<file path="src/rtl/debug_hex_display.sv">
// Debug word viewer: shows one of four 16-bit core debug words in hex on four
// active-low seven-segment digits, with a debounced page button and a freeze snapshot.
module debug_hex_display #(
  parameter int DEBOUNCE_CYCLES = 50000,
  parameter int REFRESH_CYCLES  = 5000000
) (
  input  logic        clock,
  input  logic        reset,
  input  logic [15:0] in1,
  input  logic [15:0] in2,
  input  logic [15:0] in3,
  input  logic [15:0] in4,
  input  logic        btn_next_n,
  input  logic        sw_freeze,
  output logic [6:0]  hex0,
  output logic [6:0]  hex1,
  output logic [6:0]  hex2,
  output logic [6:0]  hex3,
  output logic [3:0]  page_led,
  output logic        frozen
);

  localparam int DB_W = (DEBOUNCE_CYCLES > 1) ? $clog2(DEBOUNCE_CYCLES) : 1;
  localparam int RF_W = (REFRESH_CYCLES > 1) ? $clog2(REFRESH_CYCLES) : 1;
  localparam logic [DB_W-1:0] DB_LAST = DB_W'(DEBOUNCE_CYCLES - 1);
  localparam logic [RF_W-1:0] RF_LAST = RF_W'(REFRESH_CYCLES - 1);

  logic            btn_meta, btn_sync, stable;
  logic            frz_meta;
  logic [DB_W-1:0] db_cnt;
  logic [1:0]      page;
  logic [15:0]     snap [4];
  logic [15:0]     live [4];
  logic [RF_W-1:0] rf_cnt;
  logic            load_pending;
  logic [15:0]     shown;
  logic [15:0]     source;
  logic            btn_accept, press, frz_edge, event_hit, tick;

  function automatic logic [6:0] seg7(input logic [3:0] nib);
    logic [6:0] s;
    unique case (nib)
      4'h0: s = 7'h40;  4'h1: s = 7'h79;  4'h2: s = 7'h24;  4'h3: s = 7'h30;
      4'h4: s = 7'h19;  4'h5: s = 7'h12;  4'h6: s = 7'h02;  4'h7: s = 7'h78;
      4'h8: s = 7'h00;  4'h9: s = 7'h10;  4'hA: s = 7'h08;  4'hB: s = 7'h03;
      4'hC: s = 7'h46;  4'hD: s = 7'h21;  4'hE: s = 7'h06;  default: s = 7'h0E;
    endcase
    return s;
  endfunction

  // NOTE: every signal written here gets a value on every path, so no latch is inferred.
  always_comb begin
    live[0]    = in1;
    live[1]    = in2;
    live[2]    = in3;
    live[3]    = in4;
    source     = frozen ? snap[page] : live[page];
    btn_accept = (btn_sync != stable) && (db_cnt == DB_LAST);
    press      = btn_accept && !btn_sync;
    frz_edge   = frz_meta != frozen;
    event_hit  = press || frz_edge;
    tick       = rf_cnt == RF_LAST;
  end

  assign page_led = 4'b0001 << page;

  // NOTE: sequential state uses non-blocking assignments so every flop samples pre-edge values.
  always_ff @(posedge clock or posedge reset) begin
    if (reset) begin
      btn_meta <= 1'b1;
      btn_sync <= 1'b1;
      frz_meta <= 1'b0;
      frozen   <= 1'b0;
    end else begin
      btn_meta <= btn_next_n;
      btn_sync <= btn_meta;
      frz_meta <= sw_freeze;
      frozen   <= frz_meta;
    end
  end

  // Any mismatch that does not persist for DEBOUNCE_CYCLES synced cycles is discarded.
  always_ff @(posedge clock or posedge reset) begin
    if (reset) begin
      stable <= 1'b1;
      db_cnt <= '0;
    end else if (btn_sync == stable) begin
      db_cnt <= '0;
    end else if (btn_accept) begin
      stable <= btn_sync;
      db_cnt <= '0;
    end else begin
      db_cnt <= db_cnt + 1'b1;
    end
  end

  always_ff @(posedge clock or posedge reset) begin
    if (reset) begin
      page <= 2'd0;
    end else if (press) begin
      page <= page + 2'd1;
    end
  end

  // NOTE: the snapshot array is small and must read as zero after reset, so it is reset like any register.
  always_ff @(posedge clock or posedge reset) begin
    if (reset) begin
      for (int i = 0; i < 4; i++) snap[i] <= '0;
    end else if (frz_meta && !frozen) begin
      for (int i = 0; i < 4; i++) snap[i] <= live[i];
    end
  end

  // A page or freeze event restarts the refresh period and defers the load by
  // one edge, so the load always sees the post-event page and frozen values.
  always_ff @(posedge clock or posedge reset) begin
    if (reset) begin
      rf_cnt       <= '0;
      load_pending <= 1'b0;
      shown        <= '0;
    end else begin
      load_pending <= event_hit;
      if (event_hit || tick) rf_cnt <= '0;
      else                   rf_cnt <= rf_cnt + 1'b1;
      if (load_pending || (tick && !frozen && !event_hit)) shown <= source;
    end
  end

  always_ff @(posedge clock or posedge reset) begin
    if (reset) begin
      hex0 <= 7'h40;
      hex1 <= 7'h40;
      hex2 <= 7'h40;
      hex3 <= 7'h40;
    end else begin
      hex0 <= seg7(shown[3:0]);
      hex1 <= seg7(shown[7:4]);
      hex2 <= seg7(shown[11:8]);
      hex3 <= seg7(shown[15:12]);
    end
  end

endmodule

</file>
<file path="config.mk">
export PLATFORM = sky130hd
export DESIGN_NAME = debug_hex_display
export DESIGN_NICKNAME = d
export VERILOG_FILES = /design/src/rtl/debug_hex_display.sv
export SDC_FILE = /design/constraint.sdc
export NUM_CORES = 1
export LEC_CHECK = 0
export ABC_CLOCK_PERIOD_IN_PS = 5900
export CORE_ASPECT_RATIO = 0.75
export CORE_MARGIN = 2
export CORE_UTILIZATION = 56
export DETAILED_ROUTE_END_ITERATION = 10
export GPL_TIMING_DRIVEN = 0
export PLACE_DENSITY = 0.84
export SLEW_MARGIN = 20
export SYNTH_ARGS = -nofsm -noshare
export SYNTH_HDL_FRONTEND = slang
export SYNTH_SLANG_ARGS = --single-unit
</file>
<file path="constraint.sdc">
create_clock -name clock -period 5.9 [get_ports clock]
set_clock_uncertainty 0.1 [all_clocks]
set_input_delay 0.885 -clock clock [delete_from_list [all_inputs] [get_ports clock]]
set_output_delay 0.885 -clock clock [all_outputs]
set_load 0.02 [all_outputs]
</file>
---- After elaboration in Yosys (flattened, before gate mapping) ----
Memories as Yosys holds them, arrays and structs flattened. A register that Yosys moved wholly into a read port is not among the register bits.
Cells that the tools add are included.
operators by class
  $add $sub $neg .......................... 3
  $lt $le $gt $ge ......................... 1
  eq/ne operators ......................... 5
  shift operators ......................... 1
  multiplexer cells ....................... 10
  bitwise gates (word level) .............. 2
  reduce and logical (&&, ||, !) cells .... 12
operator list
  cell                                                      number
  2-to-1 mux 16 bit                                         7
  binary-select mux 16 bit (select 2 bit)                   2
  adder 23 x 1 -> 23 bit, second input constant             1
  == test 23 bit, second input constant                     1
  2-to-1 mux 23 bit                                         1
  adder 16 x 1 -> 16 bit, second input constant             1
  == test 16 bit, second input constant                     1
  logical AND 1 bit                                         5
  left shift 1 x 2 -> 4 bit, first input constant           1
  greater-or-equal comparator 3 bit, second input constant  1
  zero test 1 bit                                           3
  logical OR 1 bit                                          3
  NOT 2 -> 3 bit                                            1
  adder 2 x 1 -> 2 bit, second input constant               1
  inequality test 1 bit                                     2
  AND reduction 2 bit                                       1
  == test 1 bit                                             1
  NOT 1 bit                                                 1
storage, ports and cells
  bits in registers ....................... 127
  ROM bits ................................ 448
  input port bits ......................... 68
  memories kept ........................... 4
memories
  memory           words  width  read ports  clocked after Yosys merged registers in  wr ports  line  source
  (no name shown)  16     7      1           1                                        0         42    unique case (nib)
  (no name shown)  16     7      1           1                                        0         42
  (no name shown)  16     7      1           1                                        0         42
  (no name shown)  16     7      1           1                                        0         42

---- Logic depth before layout (Yosys ltp) ----
Gate-level depths: netlist (run 1).
  depth in word-level cells ............... 7
  gate-level depth with buffers ........... 9
  depth with buffers taken out ............ 6

---- Worst setup path before layout (run 1) ----
OpenSTA, ideal clock, no wires.
  kind .................................... register -> register
  start point ............................. reg frozen
  end point ............................... reg snap[0] (netlist name)
  library setup time ...................... 0.125 ns
  arrival time ............................ 2.469 ns
  data required time ...................... 5.675 ns
  setup slack ............................. 3.206 ns
  stages on the path, launching flop included .. 8
  buffers on the path ..................... 4
  period minus slack after synthesis ...... 2.694 ns
  cells stage by stage .................... dfrtp_1 > clkbuf_1 > inv_2 > buf_1 > ha_1 > clkbuf_1 > clkbuf_1 > mux2_2
between the ends
  word-level cells in the longest chain between the ends .. 2
RTL lines
  what                      line  source
  start: declaration        20    output logic frozen
  start signal: assignment  78    frozen <= frz_meta;
  zero test 1 bit           109   end else if (frz_meta && !frozen) begin
  logical AND 1 bit         109
  end: declaration          32    logic [15:0] snap [4];
Every way passes these cells.
A chain may end at the register's enable or synchronous reset.

---- Worst setup path after layout (run 1) ----
  start point ............................. reg page[1]
  end point ............................... out page_led[0]
between the ends
  word-level cells in the longest chain between the ends .. 1
RTL lines
  what                       line  source
  start: declaration         31    logic [1:0] page;
  start signal: assignment   101   page <= page + 2'd1;
  left shift 1 x 2 -> 4 bit  65    assign page_led = 4'b0001 << page;
  end: declaration           19    output logic [3:0] page_led,
Every way passes these cells.

==> impl_metrics.csv, run 1 <==
group,metric,value,unit
cts,clk_path_buf_depth,2,
global_routing,grt_max_degree,91,
timing,slew_headroom,28.8,%
detailed_routing,routed_wl,18600,um
detailed_routing,drt-initial-drc-count,324,
die,core,0.0137,sq mm
timing,slew_violations,0,
worst_setup_path,slowest_stage,"clkbuf_1",
power_and_ir_drop,p_leak,4.10,nW
job,max_cap_viol_count,0,
worst_setup_path,cp_num_cells,5,
detailed_routing,num_vias,5459,
cts,path_clk_slew,0.06,ns
worst_setup_path,cp-startpoint,"page[1]",
detailed_routing,drtAntennaViolNets,0,
layout,final_cells,933,
timing,grt_setup_unrepaired,"false",
die,die_x,140,um
synth,syn_nets,724,
cts,cts_setup_buffers,0,
timing,worst_pin_slew,1.06,ns
worst_setup_path,path_common_cell,"clkbuf_1",
synth,netlist_instances,625,
worst_setup_path,critPathMaxFanout,10,
timing,clock.fmax,0.263,GHz
timing,timing.final.crit_period,3.80,ns
layout,diodes,0,
timing,finalCritPeriodShare,64.5,%
worst_setup_path,path_buf_inv,4,
worst_setup_path,reg2reg_setup_slack,2.22,ns
detailed_routing,wl_per_cell,20.0,um
place,place.gp.congestion,0.868,
min_path,min-delay-start,"btn_meta",
power_and_ir_drop,ir_drop,0.000195,V
global_routing,grt_first_pass_wirelength,30000,um
worst_setup_path,end_kind,"primary output",
worst_setup_path,critical_path_class,"reg2out",
synth,synth_cell_types,49,
min_path,min_path_type,"reg2reg",
synth,syn_area,0.00782,sq mm
global_routing,grt_usage,26.3,%
die,die_h,106,um
detailed_routing,drcViolationCount,0,
synth,yosysWarnings,0,
place,io_buffers,100,
die,row_count,37,
synth,synth_async_sr_flop_share,100,%
cts,postCtsHoldBufs,0,
cts,cts.sinks,155,
global_routing,first_global_vias,5845,
cts,clockRootBuffer,"clkbuf_16",
worst_setup_path,r2r-end,"snap[56]",
layout,area_delta_synth_final,24.0,%
die,initial_core_util,57.2,%
worst_setup_path,rr_worst_depth,7,
power_and_ir_drop,power_per_cell_area,335,mW/mm^2
global_routing,grt.overflow.total,0,
place,post-place-ws,2.27,ns
worst_setup_path,slowest_delay,0.63,ns
layout,final_util,70.9,%
worst_setup_path,critPathLaunchType,"flip-flop",
worst_setup_path,path_cells,"clkbuf_1, clkbuf_1, inv_1, ha_1, clkdlybuf4s50_1",
timing,hold_viol,0,
synth,synth_ff_type,"dfrtp_1",
place,dp.cells,901,
synth,ys_seq_area_share,49.7,%
outcome,status,"finished clean",
worst_setup_path,r2r_start,"frozen",
worst_setup_path,critPathRequiredTime,4.91,ns
worst_setup_path,crit_path_end,"page_led[0]",
cts,cts_tree,"built",
cts,htreeDepth,4,
cts,clk-insertion-delay-late,0.42,ns
timing,report.final.setup_viol,0,
layout,layout-drive-gt1-share,21.2,%
synth,synth-seq-cells,155,
global_routing,antenna_found_initial,0,
synth,synth-edff-count,0,
worst_setup_path,path_delay_family,"buffers and inverters",
detailed_routing,first_pass_iters,5,
die,dieArea,0.0149,sq mm
timing,whs,0.258,ns
die,ios,101,
cts,ctsResizeCount,0,
detailed_routing,avgViaCountPerCell,5.85,
layout,final_nets,844,
worst_setup_path,cp.arrival,2.82,ns
synth,avgSynthCellArea,12.5,sq um
timing,fin_ws,2.10,ns
cts,cts_made_buffers,17,
place,post-dp-hpwl,12400,um
==> worst min-delay path by stage <==
stage / end / depth (start not counted)
final: btn_sync / 0
after floorplan: btn_sync / 0
after global routing: btn_sync / 0
after CTS: btn_sync / 0
after global placement: btn_sync / 0
after detailed placement: btn_sync / 0
==> cell usage after synthesis (10+ instances only) <==
library cell    n  area, sq um
xor2_1         23          201
and3_1         11         68.8
dfrtp_1       148         3700
nand2_1        48          180
xnor2_1        12          105
inv_1          18         67.6
nor2_1         53          199
nand4_1        11         68.8
a21oi_1        10         50.1
nand3_1        17         85.1
mux2_2         71          800
mux2i_1        27          270
mux4_2         35          788
o21ai_0        14         70.1
ha_1           31          388
clkbuf_1       23         86.3
==> report_power, final <==
part           switching, W  total, W  internal [W]
sequential        0.0000964   0.00133       0.00124
clock              0.000440   0.00116      0.000718
combinational      0.000377  0.000758      0.000381
==> sequential cells by signal, summed over array words and instances (netlist names), 2 cells and up <==
name	flops
rf_cnt	23
db_cnt	16
snap	64
hex1	7
hex3	7
page	2
hex0	7
shown	16
hex2	7
==> per-stage QoR <==
stage | setup TNS (ns) | power [W] | area, sq um
floorplan | 0 | 0.00178 | 7820
global placement | -165.11 | 0.00205 | 9040
detailed placement | 0 | 0.00210 | 9070
CTS | 0 | 0.00326 | 9690
global route | 0 | 0.00338 | 9690
finish | 0 | 0.00325 | 9690
==> cell families after synthesis <==
logic type | share of synthesized area, %
simple gates | 11.4
xor+xnor | 3.92
buf+inv | 2.58
flops | 49.7
compound gates | 3.44
mux | 24.0
fa+ha+maj | 4.96
==> per-layer routing <==
layer	up-vias	part of all wire (%)	track usage, %
met2	185	50	43.3
met5	-	0	0
met3	31	7.1	5.77
met4	0	2.1	10.7
met1	2779	41	34.2
li1	2464	-	-
==> layout by cell type (no fill, tap or decap), types with 3 or more instances in the layout <==
| master | instances |
|---|---|
| nand2b_1 | 7 |
| dfrtp_1 | 148 |
| mux4_2 | 35 |
| clkinv_2 | 4 |
| xor2_1 | 23 |
| a31oi_1 | 4 |
| or3_1 | 3 |
| buf_2 | 5 |
| a21oi_1 | 10 |
| clkbuf_1 | 25 |
| clkdlybuf4s50_1 | 100 |
| nor2_1 | 53 |
| mux2i_1 | 27 |
| nand4_1 | 11 |
| bufinv_16 | 4 |
| inv_1 | 17 |
| clkinvlp_4 | 3 |
| nand2_1 | 48 |
| mux2_2 | 71 |
| nand3_1 | 17 |
| xnor2_1 | 12 |
| a22o_1 | 3 |
| dfstp_2 | 7 |
| nor3_1 | 7 |
| o21ai_0 | 14 |
| ha_1 | 31 |
| clkbuf_16 | 17 |
| and3_1 | 11 |
| nor2b_1 | 5 |
==> layout make-up <==
class	instances	area, sq um
fill	898	3970
tap	175	219
timing repair buffer	101	1030
clock buffer	20	447
multi-input combinational	420	3730
sequential	155	3890
buffer	30	126
clock inverter	12	171
inverter	20	82.6
Note: power is estimated with default switching activity, not from simulation.
==> run 2, diff against run 1 <==
--- a/config.mk
+++ b/config.mk
@@ -5,7 +5,7 @@
 export SDC_FILE = /design/constraint.sdc
 export NUM_CORES = 1
 export LEC_CHECK = 0
-export ABC_CLOCK_PERIOD_IN_PS = 5900
+export ABC_CLOCK_PERIOD_IN_PS = 3600
 export CORE_ASPECT_RATIO = 0.75
 export CORE_MARGIN = 2
 export CORE_UTILIZATION = 56
==> constraint.sdc (replaced) <==
create_clock -name clock -period 3.6 [get_ports clock]
set_clock_uncertainty 0.1 [all_clocks]
set_input_delay 0.54 -clock clock [delete_from_list [all_inputs] [get_ports clock]]
set_output_delay 0.54 -clock clock [all_outputs]
set_load 0.02 [all_outputs]
==> run 2 against run 1 <==
Against the previous run: sequential power is 64% higher; total power is 65% higher; non-clock buffer count is 4 higher; register-to-register slack worse by 2.1 ns; global-route usage hardly changed; critical path depth is 2 higher; combinational power is 65% higher; sequential share of layout area is 0.48 points lower; via count is 0.15% lower.
==> impl_metrics.csv, run 2 (synthesis results as in run 1) <==
group,metric,value,unit
cts,htreeDepth,4,
global_routing,first_global_vias,5774,
place,post-dp-hpwl,13100,um
power_and_ir_drop,power_per_cell_area,547,mW/mm^2
worst_setup_path,path_common_cell,"clkbuf_1",
timing,clock.fmax,0.286,GHz
timing,report.final.setup_viol,0,
worst_setup_path,slowest_delay,0.67,ns
worst_setup_path,critPathRequiredTime,3.80,ns
worst_setup_path,path_cells,"clkbuf_1, inv_2, clkdlybuf4s15_2, ha_1, clkbuf_1, clkbuf_1, mux2_2",
worst_setup_path,rr_worst_depth,7,
place,dp.cells,905,
die,row_count,37,
cts,cts_tree,"built",
worst_setup_path,r2r_start,"frozen",
worst_setup_path,end_kind,"flip-flop",
layout,final_area,0.00981,sq mm
layout,nFillCells,866,
layout,final_cell_mix,"148 x dfrtp_1, 100 x clkdlybuf4s50_1, 71 x mux2_2, 53 x nor2_1, 48 x nand2_1",
detailed_routing,routed_wl,18400,um
layout,layout-drive-gt1-share,22.0,%
global_routing,grt_max_degree,36,
worst_setup_path,cp.arrival,3.70,ns
global_routing,grt.overflow.total,0,
power_and_ir_drop,p_leak,4.16,nW
timing,slew_violations,0,
timing,fin_tns_setup,0,ns
detailed_routing,avgViaCountPerCell,5.82,
die,die_h,106,um
layout,largest_reg_flops,64,
worst_setup_path,crit_path_end,"snap[40]",
timing,whs,0.258,ns
place,io_buffers,100,
worst_setup_path,critical_path_class,"reg2reg",
cts,cts_made_buffers,17,
detailed_routing,num_vias,5451,
global_routing,grt_first_pass_wirelength,29900,um
timing,hold_viol,0,
layout,largest_register,"snap",
die,core,0.0137,sq mm
timing,worst_pin_slew,1.11,ns
cts,clockRootBuffer,"clkbuf_16",
place,place.gp.congestion,0.858,
cts,cts.sinks,155,
global_routing,grt_util_met3,6.08,%
cts,postCtsHoldBufs,0,
cts,cts_setup_buffers,0,
layout,area_delta_synth_final,25.5,%
cts,clk_path_buf_depth,2,
timing,slew_headroom,25.6,%
job,max_cap_viol_count,0,
die,dieArea,0.0149,sq mm
die,ios,101,
place,place_area,0.00916,sq mm
worst_setup_path,critPathLaunchType,"flip-flop",
worst_setup_path,reg2reg_setup_slack,0.1,ns
layout,final_common_cell,"dfrtp_1",
detailed_routing,drt-initial-drc-count,329,
timing,grt_setup_unrepaired,"false",
die,die_x,140,um
detailed_routing,first_pass_iters,6,
cts,clk-insertion-delay-late,0.43,ns
layout,diodes,0,
min_path,min_path_type,"reg2reg",
global_routing,met1_usage,34.7,%
worst_setup_path,critPathMaxFanout,10,
cts,path_clk_slew,0.06,ns
timing,finalCritPeriodShare,97.3,%
worst_setup_path,slowest_stage,"clkbuf_1",
power_and_ir_drop,ir_drop,0.000400,V
detailed_routing,drcViolationCount,0,
detailed_routing,wl_per_cell,19.7,um
global_routing,grt.busiest_layer,"met2",
global_routing,grt_usage,26.2,%
die,initial_core_util,57.2,%
cts,ctsResizeCount,2,
layout,final_nets,848,
outcome,status,"finished clean",
worst_setup_path,r2r-end,"snap[40]",
timing,timing.final.crit_period,3.50,ns
global_routing,antenna_found_initial,0,
worst_setup_path,cp-startpoint,"frozen",
layout,reg.largest.list,"snap: 64 flops, rf_cnt: 23 flops",
layout,final_cells,937,
global_routing,use_met2,44.1,%
detailed_routing,drtAntennaViolNets,0,
-- run 2: final cells by class --
cell class	count	area (sq um)	area share, %
buffer	30	134	1.37
clock buffer	21	480	4.90
clock inverter	11	164	1.67
inverter	20	78.8	0.804
multi-input combinational	420	3730	38.0
sequential	155	3890	39.6
tap	175	219	2.23
timing repair buffer	105	1120	11.4
-- run 2: critical path: cells and delay by family (launching register included) --
kind	cells	cell delay, ns
fa+ha+maj	1	0.24
buf+inv	5	2.20
flops	1	0.41
mux	1	0.42
-- run 2: how the worst min path moves through the flow --
stage | start | end | slack, ns | cells past startpoint
2_1_floorplan | btn_meta | btn_sync | 0.25 | 0
3_3_place_gp | btn_meta | btn_sync | 0.25 | 0
3_5_place_dp | btn_meta | btn_sync | 0.25 | 0
4_1_cts | btn_meta | btn_sync | 0.26 | 0
5_1_grt | btn_meta | btn_sync | 0.26 | 0
6_report | btn_meta | btn_sync | 0.26 | 0
-- run 2: through the flow --
step | total power (W) | util (%) | setup slack (ns)
2_1_floorplan | 0.00292 | - | 0.906
3_3_place_gp | 0.00336 | 66.2 | -0.189
3_5_place_dp | 0.00345 | 67.0 | -0.167
4_1_cts | 0.00539 | 71.8 | 0.113
5_1_grt | 0.00560 | 71.8 | 0.0137
6_report | 0.00537 | 71.8 | 0.0977
-- run 2: per-layer routing --
metal  up-vias  wire (um)
li1       2473          -
met1      2767       7970
met2       189       9160
met3        22       1040
met4         0        270
met5         -          0
-- run 2: where the power goes --
group,internal [W],switching [W]
Clock,0.00123,0.000703
Sequential,0.00202,0.000157
Combinational,0.000634,0.000617
Total,0.00389,0.00148
